`config.mk`:
```
export PLATFORM = sky130hd
export DESIGN_NAME = mem_align_trap_unit
export DESIGN_NICKNAME = d
export VERILOG_FILES = /design/src/rtl/mem_align_trap_unit.sv
export SDC_FILE = /design/constraint.sdc
export NUM_CORES = 1
export LEC_CHECK = 0
export CAP_MARGIN = 20
export CELL_PAD_IN_SITES_DETAIL_PLACEMENT = 1
export CELL_PAD_IN_SITES_GLOBAL_PLACEMENT = 1
export CORE_ASPECT_RATIO = 1.5
export CORE_UTILIZATION = 26
export DETAILED_ROUTE_END_ITERATION = 8
export PLACE_DENSITY = 0.78
export SYNTH_ARGS = -nofsm -noshare
export SYNTH_HDL_FRONTEND = slang
export SYNTH_SLANG_ARGS = --single-unit
export TNS_END_PERCENT = 5
```
`constraint.sdc`:
```
create_clock -name clk -period 1.5 [get_ports clk]
set_input_delay 0.3 -clock clk [delete_from_list [all_inputs] [get_ports clk]]
set_output_delay 0.3 -clock clk [all_outputs]
set_load 0.05 [all_outputs]
```
`src/rtl/mem_align_trap_unit.sv`:
```
// mem_align_trap_unit: load/store misalignment detector with trap capture.
// Checks each memory-stage request against its access size and captures
// mcause/mepc/mtval on a misaligned access. It then holds flush for
// FLUSH_CYCLES cycles and waits for trap_ack before it accepts requests again.
// Optional feature (macro MISALIGN_PERF_CNT_EN): saturating trap_count
// output plus a last_was_store flag.

module mem_align_trap_unit #(
  parameter int XLEN         = 32,
  parameter int FLUSH_CYCLES = 2,
  parameter int LOAD_CAUSE   = 4,
  parameter int STORE_CAUSE  = 6
) (
  input  logic            clk,
  input  logic            reset,
  input  logic            req_valid,
  output logic            req_ready,
  input  logic [6:0]      req_opcode,
  input  logic [2:0]      req_funct3,
  input  logic [XLEN-1:0] req_addr,
  input  logic [XLEN-1:0] req_pc,
  input  logic            trap_ack,
  output logic            exception,
  output logic            flush,
  output logic            busy,
  output logic [XLEN-1:0] mcause,
  output logic [XLEN-1:0] mepc,
  output logic [XLEN-1:0] mtval
`ifdef MISALIGN_PERF_CNT_EN
  ,
  output logic [31:0]     trap_count,
  output logic            last_was_store
`endif
);

  localparam logic [6:0] OP_LOAD  = 7'b0000011;
  localparam logic [6:0] OP_STORE = 7'b0100011;
  localparam int         CW       = (FLUSH_CYCLES > 1) ? $clog2(FLUSH_CYCLES) : 1;
  localparam bit         IS_RV64  = (XLEN == 64);

  typedef enum logic [1:0] {
    IDLE     = 2'd0,
    FLUSH    = 2'd1,
    WAIT_ACK = 2'd2
  } state_t;

  state_t        state, state_nxt;
  logic [CW-1:0] cnt;
  logic          is_load, is_store, misaligned, trap_det;

  // Decode the access size and flag a misaligned load/store offered while ready
  always_comb begin
    is_load    = (req_opcode == OP_LOAD);
    is_store   = (req_opcode == OP_STORE);
    misaligned = 1'b0;
    case (req_funct3)
      3'b001:  misaligned = req_addr[0];
      // Unsigned half exists only for loads; store encodings 100/101/110 are unchecked
      3'b101:  misaligned = is_load & req_addr[0];
      3'b010:  misaligned = |req_addr[1:0];
      // lwu only exists on RV64
      3'b110:  misaligned = IS_RV64 & is_load & (|req_addr[1:0]);
      // ld/sd only exist on RV64
      3'b011:  misaligned = IS_RV64 & (|req_addr[2:0]);
      default: misaligned = 1'b0;
    endcase
    trap_det = req_valid & req_ready & (is_load | is_store) & misaligned;
  end

  // State register
  always_ff @(posedge clk) begin
    if (reset) state <= IDLE;
    else       state <= state_nxt;
  end

  // Next-state logic; trap_ack is only honoured in WAIT_ACK
  always_comb begin
    state_nxt = state;
    case (state)
      IDLE:     if (trap_det)     state_nxt = FLUSH;
      FLUSH:    if (cnt == '0)    state_nxt = WAIT_ACK;
      WAIT_ACK: if (trap_ack)     state_nxt = IDLE;
      default:                    state_nxt = IDLE;
    endcase
  end

  // State-decoded outputs
  always_comb begin
    req_ready = (state == IDLE);
    flush     = (state == FLUSH);
    busy      = (state != IDLE);
  end

  // Flush length counter, loaded on the capture edge and counted down in FLUSH
  always_ff @(posedge clk) begin
    if (reset)                          cnt <= '0;
    else if (trap_det)                  cnt <= CW'(FLUSH_CYCLES - 1);
    else if (state == FLUSH && cnt != '0) cnt <= cnt - 1'b1;
  end

  // Trap capture: CSR values persist until the next trap or reset
  always_ff @(posedge clk) begin
    if (reset) begin
      exception <= 1'b0;
      mcause    <= '0;
      mepc      <= '0;
      mtval     <= '0;
    end else begin
      exception <= trap_det;
      if (trap_det) begin
        mcause <= is_store ? XLEN'(STORE_CAUSE) : XLEN'(LOAD_CAUSE);
        mepc   <= req_pc;
        mtval  <= req_addr;
      end
    end
  end

`ifdef MISALIGN_PERF_CNT_EN
  // Saturating trap counter; counted on the capture edge so it moves with the pulse
  always_ff @(posedge clk) begin
    if (reset) begin
      trap_count     <= '0;
      last_was_store <= 1'b0;
    end else if (trap_det) begin
      if (trap_count != 32'hFFFF_FFFF) trap_count <= trap_count + 32'd1;
      last_was_store <= is_store;
    end
  end
`endif

endmodule

```
==> results of run 1 <==
## cells in the mapped netlist
cell      number  area, µm²
clkbuf_1      15       56.3
mux2i_1       65        651
o2111a_1       1       11.3
inv_1          2       7.51
dfxtp_1       70       1400
and2_1         2       12.5
nand4b_1       1       8.76
nor4_2         1       12.5
nor2_1         5       18.8
and3b_1        1       8.76
conb_1         1       3.75
o21ba_2        3       30.0
nand2b_1     131        820
buf_4         36        270
nor3b_1        1       7.51
nor2b_1        1       6.26
a21oi_1        2       10.0
buf_6          1       11.3
buf_8          1       15.0
## worst max-delay path by stage
stage,slack (ps),startpoint,to
3_3_place_gp,-450,req_valid,mtval[6]
6_report,-10,req_funct3[0],state[0]
4_1_cts,-20,req_opcode[3],mepc[13]
3_5_place_dp,-520,req_valid,mepc[29]
2_1_floorplan,4,state[0],mepc[0]
5_1_grt,-60,state[1],mtval[30]
## flip-flops by register name (all words and copies together) (netlist names)
signal	flops
mcause	2
cnt	1
state	2
exception	1
mtval	32
mepc	32
## power by group through the flow
stage                     Combinational [mW]  Clock, mW  Sequential, mW
after floorplan                        0.354          0            1.91
after global placement                 0.531          0            1.90
after detailed placement               0.539          0            1.90
after CTS                              0.535       2.24            1.86
after global routing                   0.570       2.33            1.86
final                                  0.536       2.18            1.86
## per-layer routing
| metal | track usage (%) | part of all wire (%) |
|---|---|---|
| met5 | 0 | 0 |
| met4 | 5.18 | 1.7 |
| met3 | 3.05 | 4.9 |
| met2 | 30.3 | 57 |
| met1 | 16.2 | 36 |
## repair_timing
action / CTS / global route
pin swaps: 5 / 4
endpoints found under the setup margin: 67 / 68
gates cloned: 8 / 0
gates resized for setup: 39 / 7
buffers inserted: 10 / 2
## worst max-delay path, cell delays in order
cell and delay (ps):
dlygate4sd2_1 260, and3b_1 200, o2111a_4 330, buf_4 150, buf_12 120, buf_16 150
o21ba_2 210
## kinds of logic (layout without fill, tap and decap cells)
kind of cell / after synthesis / in the layout / synth area share (%)
AND/OR/NAND/NOR: 143 / 143 / 26.6
flip-flops: 70 / 70 / 41.7
multiplexers: 65 / 65 / 19.4
buffers and inverters: 55 / 188 / 10.7
AO/OA/AOI/OAI: 6 / 6 / 1.53
other: 1 / 30 / 0.112
## layout make-up
cell class                      count  area, µm²
Inverter                            2       7.51
Multi-Input combinational cell    244       1760
Clock inverter                      7       80.1
Sequential cell                    70       1410
Tap cell                          156        195
Timing Repair Buffer              170       2590
Fill cell                        1315       6310
Clock buffer                        9        225
## through the flow
stage / instance area (µm²) / hold WS, ps / power (mW) / util, %
after floorplan: 3490 / 455 / 2.26 / -
after global placement: 5560 / 496 / 2.43 / 44.2
after detailed placement: 5560 / 505 / 2.44 / 44.2
after CTS: 6230 / 418 / 4.63 / 49.5
after global routing: 6260 / 423 / 4.76 / 49.8
final: 6260 / 405 / 4.57 / 49.8
==> results.md, run 1 <==
- DRT Pass-1 Iters: 4
- Endpoints failing setup: 6
- Worst Clk Skew: 5.71 ps
- R2R depth: 7
- Die Width: 94.8 µm
- Setup ws final: -14.0 ps
- Std cell rows: 50
- P&R area growth vs syn: 86.2%
- Setup TNS: -32.4 ps
- Global-route wire length before repair: 15,700 µm
- Commonest non-fill, non-tap cell in the layout: nand2b_1
- Vias: roughly 2,800
- Power Density: 731 mW/mm²
- Reg2Reg Capture Point: mepc[8]
- Placed cells: 624
- Fin crit share: 101%
- Core box area: ~0.013 mm²
- Height of the die: 141 µm
- Starting DRC count in detailed routing: 45
- Buffers on Ports: 147
- CTS buffer count: 9
- Clock period minus worst slack: 1510 ps
- Final Hold Viols: 0
- Via-to-Cell Ratio: 4.27
- Share of cells above drive strength 1: about a quarter
- Peak supply drop: approximately 450 µV
- Clk root buf: clkbuf_16
- Syn_area_per_cell: 9.89 µm²
- Nets: about 580
- Gpl congestion: 0.679
- P_leak: 2.34 nW
- Worst Hold End: mtval[0]
- GRT Overall Usage: 15.6%
- RSZ-0062 raised after global routing: yes
- WL/cell: 15.7 µm
- WP data arrival: 1730 ps
- Pin count of the biggest net entering global routing: between 100 and 150
- # H-tree levels: 3
- Pre-CTS setup slack: -522 ps
- CTS max path bufs: 2
- Maximum fanout along the worst path: 16
- Slew Limit Fails: 0
- Peak Freq: 0.661 GHz
- Most frequent cells in the layout: nand2b_1, buf_12, dfxtp_1
- Worst skew pair latency: between 300 and 400 ps
- Starting Density: 26.7%
- Worst Min Path Start: req_addr[0]
- DRC violations left: 0
- Synth Warn #: 0
- Status: finished, violations left
- Worst min path class: input pin to flop
- Hold Path Stages: 3
- Unique masters post-synth: 19
- Max Cap Viol: 0
- Final wirelength: 10,300 µm
- Num Clock Sinks: 70
- CP required: 1720 ps
- Clock share of power: a little under half
- Vias in the first global route: 3,012
- Critical R2R Launch: state[1]
- Worst Setup Path Type: input pin to flop
- Share of power burned in registers: 40.7%
- Initial antenna violation count: 0
- Gr ovfl total: 0
- Cell internal pwr: ~3.4 mW
- Seq/Total Area, Yosys: 41.7%
- Combinational share of power: 11.7%
- Failing checks: negative setup slack
- Die ar.: 0.0134 mm²
- CTS Hold Bufs: 0
- Startpoint types: input pin
- Detailed Place HPWL: 6680 µm
- Clk pin slew, worst setup/hold paths: 60 ps
- Crit path capture type: flop
- # IOs: 178
- Synth Cell Area: 0.00336 mm²
- Reg2reg setup slack: 10 ps
- # diodes: 0
- Psw: around 1.2 mW
- Sw Ratio: approximately 25%
- CTS tree: built
- Non-filler cells in the finished layout: 658
- Synth Instances: 340
- FF+latch count, synth: 70
- Detail Route Antenna Nets: 0
(Power assumes the default switching activity.)
==> run 2: changes to the inputs <==
--- a/config.mk
+++ b/config.mk
@@ -5,11 +5,14 @@
 export SDC_FILE = /design/constraint.sdc
 export NUM_CORES = 1
 export LEC_CHECK = 0
+export ABC_AREA = 1
 export CAP_MARGIN = 20
 export CELL_PAD_IN_SITES_DETAIL_PLACEMENT = 1
 export CELL_PAD_IN_SITES_GLOBAL_PLACEMENT = 1
 export CORE_ASPECT_RATIO = 1.5
-export CORE_UTILIZATION = 26
+export CORE_UTILIZATION = 24
+export CTS_CLUSTER_DIAMETER = 150
+export CTS_CLUSTER_SIZE = 24
 export DETAILED_ROUTE_END_ITERATION = 8
 export PLACE_DENSITY = 0.78
 export SYNTH_ARGS = -nofsm -noshare
==> run 2 against run 1 <==
  * The run now ends clean
  * Count of clock-buffer cells in the layout unchanged
  * Worst setup slack better by 27 ps
  * Clock skew up 3.7 ps
  * Synthesized area up 1.3%
==> results.md, run 2 <==
- Status: finished clean
- Worst Clk Skew: 9.42 ps
- Peak supply drop: 438 µV
- CP required: approximately 1200 ps
- Pin count of the biggest net entering global routing: 46
- Async set-or-reset flop fraction in the synthesized netlist: 0%
- P_leak: between 3 and 4 nW
- Largest area contributor in the netlist: dfxtp_1
- Core box area: 0.0139 mm²
- Detailed Place HPWL: 8280 µm
- Register area: 0.00140 mm²
- Worst Hold End: mtval[1]
- Share of cells above drive strength 1: 24.3%
- Gpl congestion: 0.722
- Clock period minus worst slack: 1490 ps
- Worst Hold Slack: 363 ps
- Die Width: between 90 and 100 µm
- Max Cap Viol: 0
- CTS max path bufs: 2
- Fillers: 1,595
- Slowest-stage cell, CP: dfxtp_2
- R2R depth: 7
- Crit path buf inv count: 3
- Maximum fanout along the worst path: 4
- Final Hold Viols: 0
- Most frequent cell after synthesis: nand2_1
- Detail Route Antenna Nets: 0
- Pre-CTS setup slack: -585 ps
- Vias: ~3,900
- FF+latch count, synth: 70
- Clk root buf: clkbuf_16
- # IOs: 178
- Synth Instances: 498
- # H-tree levels: 3
- Commonest non-fill, non-tap cell in the layout: buf_12
- Initial antenna violation count: 3
- Startpoint types: flop
- Power Density: 748 mW/mm²
- Power Total: 5.11 mW
- Most frequent cells in the layout: buf_12, inv_1, dfxtp_1
- Top-area cell type share of the netlist area: 41.1%
- CTS Hold Bufs: 0
- Critical R2R Launch: state[0]
- DRC violations left: 0
- Worst min path class: input pin to flop
- Std cell rows: 53
- CP Cell Sequence: nor2_4, buf_6, inv_1, buf_12
- Slew Limit Fails: 0
- Nets: roughly 750
- Via-to-Cell Ratio: 4.59
- Height of the die: 148 µm
- Global-route wire length before repair: about 19,000 µm
- P&R area growth vs syn: 100%
- Synth Flop Type: dfxtp_1
- Post-synth EDFFs: 0
- Final wirelength: roughly 14,000 µm
- Seq/Total Area, Yosys: roughly two fifths
- Fin crit share: 99.2%
- Slowest cell delay on critical path: 350 ps
- Gr ovfl total: 0
- Starting Density: 24.5%
- Die ar.: between 0.01 and 0.015 mm²
- Worst Setup Path Type: flop to output port
- Clk pin slew, worst setup/hold paths: 60 ps
- Setup ws final: ~13 ps
- Hold Path Stages: 5
- Top cells by area, synth: dfxtp_1, nand3_1, a21oi_1
- CTS tree: built
- Worst skew pair latency: 340 ps
- Top Registers: mepc (32), mtval (32)
- Crit path capture type: output port
- Synth Warn #: 0
- Synth cell count leaders: nand2_1, inv_1, dfxtp_1, nand3_1, nor2_1
- GRT Overall Usage: between 10% and 20%
- Endpoints failing setup: 0
- Reg2reg setup slack: 50 ps
- Starting DRC count in detailed routing: 127
- DRT Pass-1 Iters: 4
- Unique masters post-synth: 21
- Area of the multi-input gates: 0.00151 mm²
- Peak Freq: roughly 0.67 GHz
- RSZ-0062 raised after global routing: yes
- Worst Min Path Start: req_addr[1]
- Delay-heaviest family, CP: buffers and inverters
- WP data arrival: 1190 ps
- Synth Cell Area: 0.00341 mm²
- Vias in the first global route: roughly 3,800
- Reg2Reg Capture Point: mtval[5]
- CTS buffer count: 9
- Buffers on Ports: between 100 and 150
- WL/cell: 17.1 µm
- Num Clock Sinks: 70
- Syn_area_per_cell: ~7 µm²
## run 2: per-stage QoR
stage          area, µm²  TNS, ps  utilization, %  cells
3_5_place_dp        5700   -32390            40.9    793
4_1_cts             6180     -407            44.4    815
5_1_grt             6830     -403            49.0    840
2_1_floorplan       3530    -40.1               -    527
6_report            6830        0            49.0    840
3_3_place_gp        5700   -27800            40.9    793
## run 2: area by class of cell
| type | count | area share (%) |
|---|---|---|
| inverters | 72 | 3.96 |
| multi-input cells | 320 | 22.2 |
| repair buffers | 194 | 45.4 |
| clock inverters | 7 | 1.45 |
| diodes | 3 | 0.110 |
| well taps | 165 | 3.02 |
| flip-flops and latches | 70 | 20.6 |
| clock buffers | 9 | 3.30 |
## run 2: cell families (layout without fill, tap and decap cells)
group	Yosys count	count (layout)	share of synthesized area, %
buffers and inverters	137	282	20.9
AOI/OAI and AO/OA	71	71	10.6
DFF	70	70	41.1
other	1	33	0.110
and+or+nand+nor	219	219	27.2
## run 2: how the worst max path moves through the flow
stage,start,to,slack [ps],cells after the start
global placement,req_funct3[2],mepc[23],-480,8
detailed placement,req_funct3[2],mtval[4],-590,8
floorplan,state[0],mepc[28],-4,8
global route,state[0],mtval[5],-40,7
finish,state[0],busy,10,4
CTS,req_funct3[2],mtval[7],-30,9
## run 2: metal layers
layer	global-route usage, %	share of wire (%)	vias to the layer above
met5	0	0	-
met2	31.9	57	137
met4	8.16	4.0	0
met1	16.4	35	1833
li1	-	-	1849
met3	3.17	4.1	33
## run 2: repair_timing
| action | 4_1_cts | 5_1_grt |
|---|---|---|
| endpoints found under the setup margin | 69 | 70 |
| pin swaps | 3 | 10 |
| resized for setup | 7 | 49 |
| setup buffers | 3 | 3 |
| gates cloned | 3 | 19 |
## run 2: report_power, final
group	total (mW)	internal [mW]	leakage, nW	switching (mW)
sequential	1.87	1.86	0.565	0.00692
combinational	0.911	0.422	2.31	0.489
clock	2.33	1.46	0.156	0.865
total	5.11	3.75	3.03	1.36
## run 2: tightest hold or removal path: stages
cell,delay [ps]
dlymetal6s2s_1,120
inv_2,60
nand3_1,80
nand2_1,40
nor2_1,70
==> run 3: changes to the inputs <==
--- a/config.mk
+++ b/config.mk
@@ -10,11 +10,11 @@
 export CELL_PAD_IN_SITES_DETAIL_PLACEMENT = 1
 export CELL_PAD_IN_SITES_GLOBAL_PLACEMENT = 1
 export CORE_ASPECT_RATIO = 1.5
-export CORE_UTILIZATION = 24
+export CORE_UTILIZATION = 26
 export CTS_CLUSTER_DIAMETER = 150
 export CTS_CLUSTER_SIZE = 24
 export DETAILED_ROUTE_END_ITERATION = 8
-export PLACE_DENSITY = 0.78
+export PLACE_DENSITY = 0.8
 export SYNTH_ARGS = -nofsm -noshare
 export SYNTH_HDL_FRONTEND = slang
 export SYNTH_SLANG_ARGS = --single-unit
==> constraint.sdc (replaced) <==
create_clock -name clk -period 1.55 [get_ports clk]
set_input_delay 0.31 -clock clk [delete_from_list [all_inputs] [get_ports clk]]
set_output_delay 0.31 -clock clk [all_outputs]
set_load 0.05 [all_outputs]
==> run 3 against run 2 <==
  * Power is 9.7% lower
  * Clock skew is 1.7 ps lower
  * Wire length is 17% lower
==> results.md, run 3 (synthesized netlist as in run 2, its figures left out) <==
- Status: finished clean
- Via-to-Cell Ratio: 4.46
- GRT Overall Usage: 16.7%
- # H-tree levels: 3
- Worst Min Path Start: req_addr[1]
- DRC violations left: 0
- Gr ovfl total: 0
- Vias in the first global route: 3,671
- Detailed Place HPWL: about 8000 µm
- Share of cells above drive strength 1: 22.1%
- Commonest non-fill, non-tap cell in the layout: buf_4
- Power Total: roughly 4.6 mW
- Worst Clk Skew: 7.74 ps
- Core box area: 0.0126 mm²
- # diodes: 0
- P&R area growth vs syn: 67.1%
- CTS buffer count: 9
- DRT Pass-1 Iters: 4
- Buffers on Ports: 147
- # IOs: around 180
- R2R depth: 9
- Detail Route Antenna Nets: 0
- CP required: between 1500 and 2000 ps
- Die ar.: ~0.014 mm²
- Die Width: 95.5 µm
- Critical R2R Launch: state[0]
- Vias: between 3,000 and 4,000
- Worst min path class: input pin to flop
- Starting Density: a little over a quarter
- Clock period minus worst slack: 1490 ps
- Peak Freq: 0.673 GHz
- Std cell rows: 50
- Final wirelength: 11,900 µm
- Clk root buf: clkbuf_16
- Most frequent cells in the layout: buf_4, nand2_1, dfxtp_1
- Clk pin slew, worst setup/hold paths: 60 ps
- Final Hold Viols: 0
- Worst Hold End: mtval[1]
- Reg2reg setup slack: 110 ps
- Post-layout util: 45.0%
- WP data arrival: 1710 ps
- Nets: 746
- Fin crit share: a little over nine tenths
- Reg2Reg Capture Point: mepc[16]
- Initial antenna violation count: 0
- Gpl congestion: 0.795
- Global-route wire length before repair: between 15,000 and 20,000 µm
- CTS Hold Bufs: 0
- Max Cap Viol: 0
- CTS tree: built
- Starting DRC count in detailed routing: 82
- CTS max path bufs: 2
- P_leak: 2.76 nW
- Worst Setup Path Type: input pin to flop
- Num Clock Sinks: 70
- Startpoint types: input pin
- Height of the die: 142 µm
- Pin count of the biggest net entering global routing: 37
- Endpoints failing setup: 0
- Power Density: between 800 and 900 mW/mm²
- Fillers: 1,581
- Peak supply drop: approximately 440 µV
- Slew Limit Fails: 0
- Worst skew pair latency: 330 ps
- WL/cell: 14.4 µm
- Hold Path Stages: 5
- Top Registers: mepc (32), mtval (32)
- RSZ-0062 raised after global routing: yes
- Maximum fanout along the worst path: 5
- Crit path capture type: flop
==> run 3: cell count changes in the layout (fill, tap and decap cells not counted), moves of 4 or more <==
cell and delta:
buf_12 -58, clkbuf_8 +5, buf_16 -4, nand3_1 +7
nand3_2 -5, clkbuf_16 -12, buf_4 +74
==> run 3: worst max path at each step <==
| stage | slack, ps | cells after the start | start | endpoint |
|---|---|---|---|---|
| after floorplan | 3 | 8 | state[0] | mepc[28] |
| after global placement | -370 | 7 | req_funct3[0] | mcause[2] |
| after detailed placement | -530 | 8 | req_funct3[2] | mepc[31] |
| after CTS | 0.8 | 9 | req_addr[1] | mepc[4] |
| after global routing | -2 | 9 | state[0] | mepc[19] |
| final | 60 | 10 | req_opcode[4] | mtval[31] |
==> run 3: layout make-up <==
type,count,area [µm²],area share [%]
Clock buffer,14,294,5.16
Sequential cell,70,1400,24.6
Tap cell,156,195,3.43
Timing Repair Buffer,195,2090,36.7
Inverter,72,270,4.75
Multi-Input combinational cell,320,1440,25.3
==> run 3: layer usage <==
layer	vias up	routed length, µm	GRT usage [%]
met1	1739	4500	17.1
met2	113	6690	32.2
li1	1829	-	-
met5	-	0	0
met4	0	101	4.24
met3	7	641	4.81
==> run 3: critical path: stages <==
cell,delay (ps)
clkdlybuf4s50_1,420
nor2_2,130
inv_1,80
nor2_4,200
buf_6,150
clkbuf_16,140
buf_4,110
nand3_1,70
nand2_1,70
nor2_1,40
==> run 3: per-stage QoR <==
step,setup TNS (ps),worst slack (ps),hold slack [ps],cell area [µm²],std cells
floorplan,0,3.14,379,3520,527
global placement,-22580,-374,466,5030,797
detailed placement,-31070,-526,475,5030,797
CTS,0,0.762,489,5490,817
global route,-4.31,-2.29,445,5690,827
finish,0,64.2,391,5690,827
==> run 3: timing repair <==
| item | in CTS | in global routing |
|---|---|---|
| gates resized for setup | 11 | 21 |
| gates cloned | 3 | 6 |
| pin swaps | 1 | 6 |
| buffers inserted | 3 | 4 |
| setup endpoints to repair | 62 | 70 |
==> run 3: where the power goes <==
group          internal [mW]  switching [mW]
clock network           1.28           0.735
logic                  0.347           0.437
registers               1.81         0.00487
total                   3.44            1.18
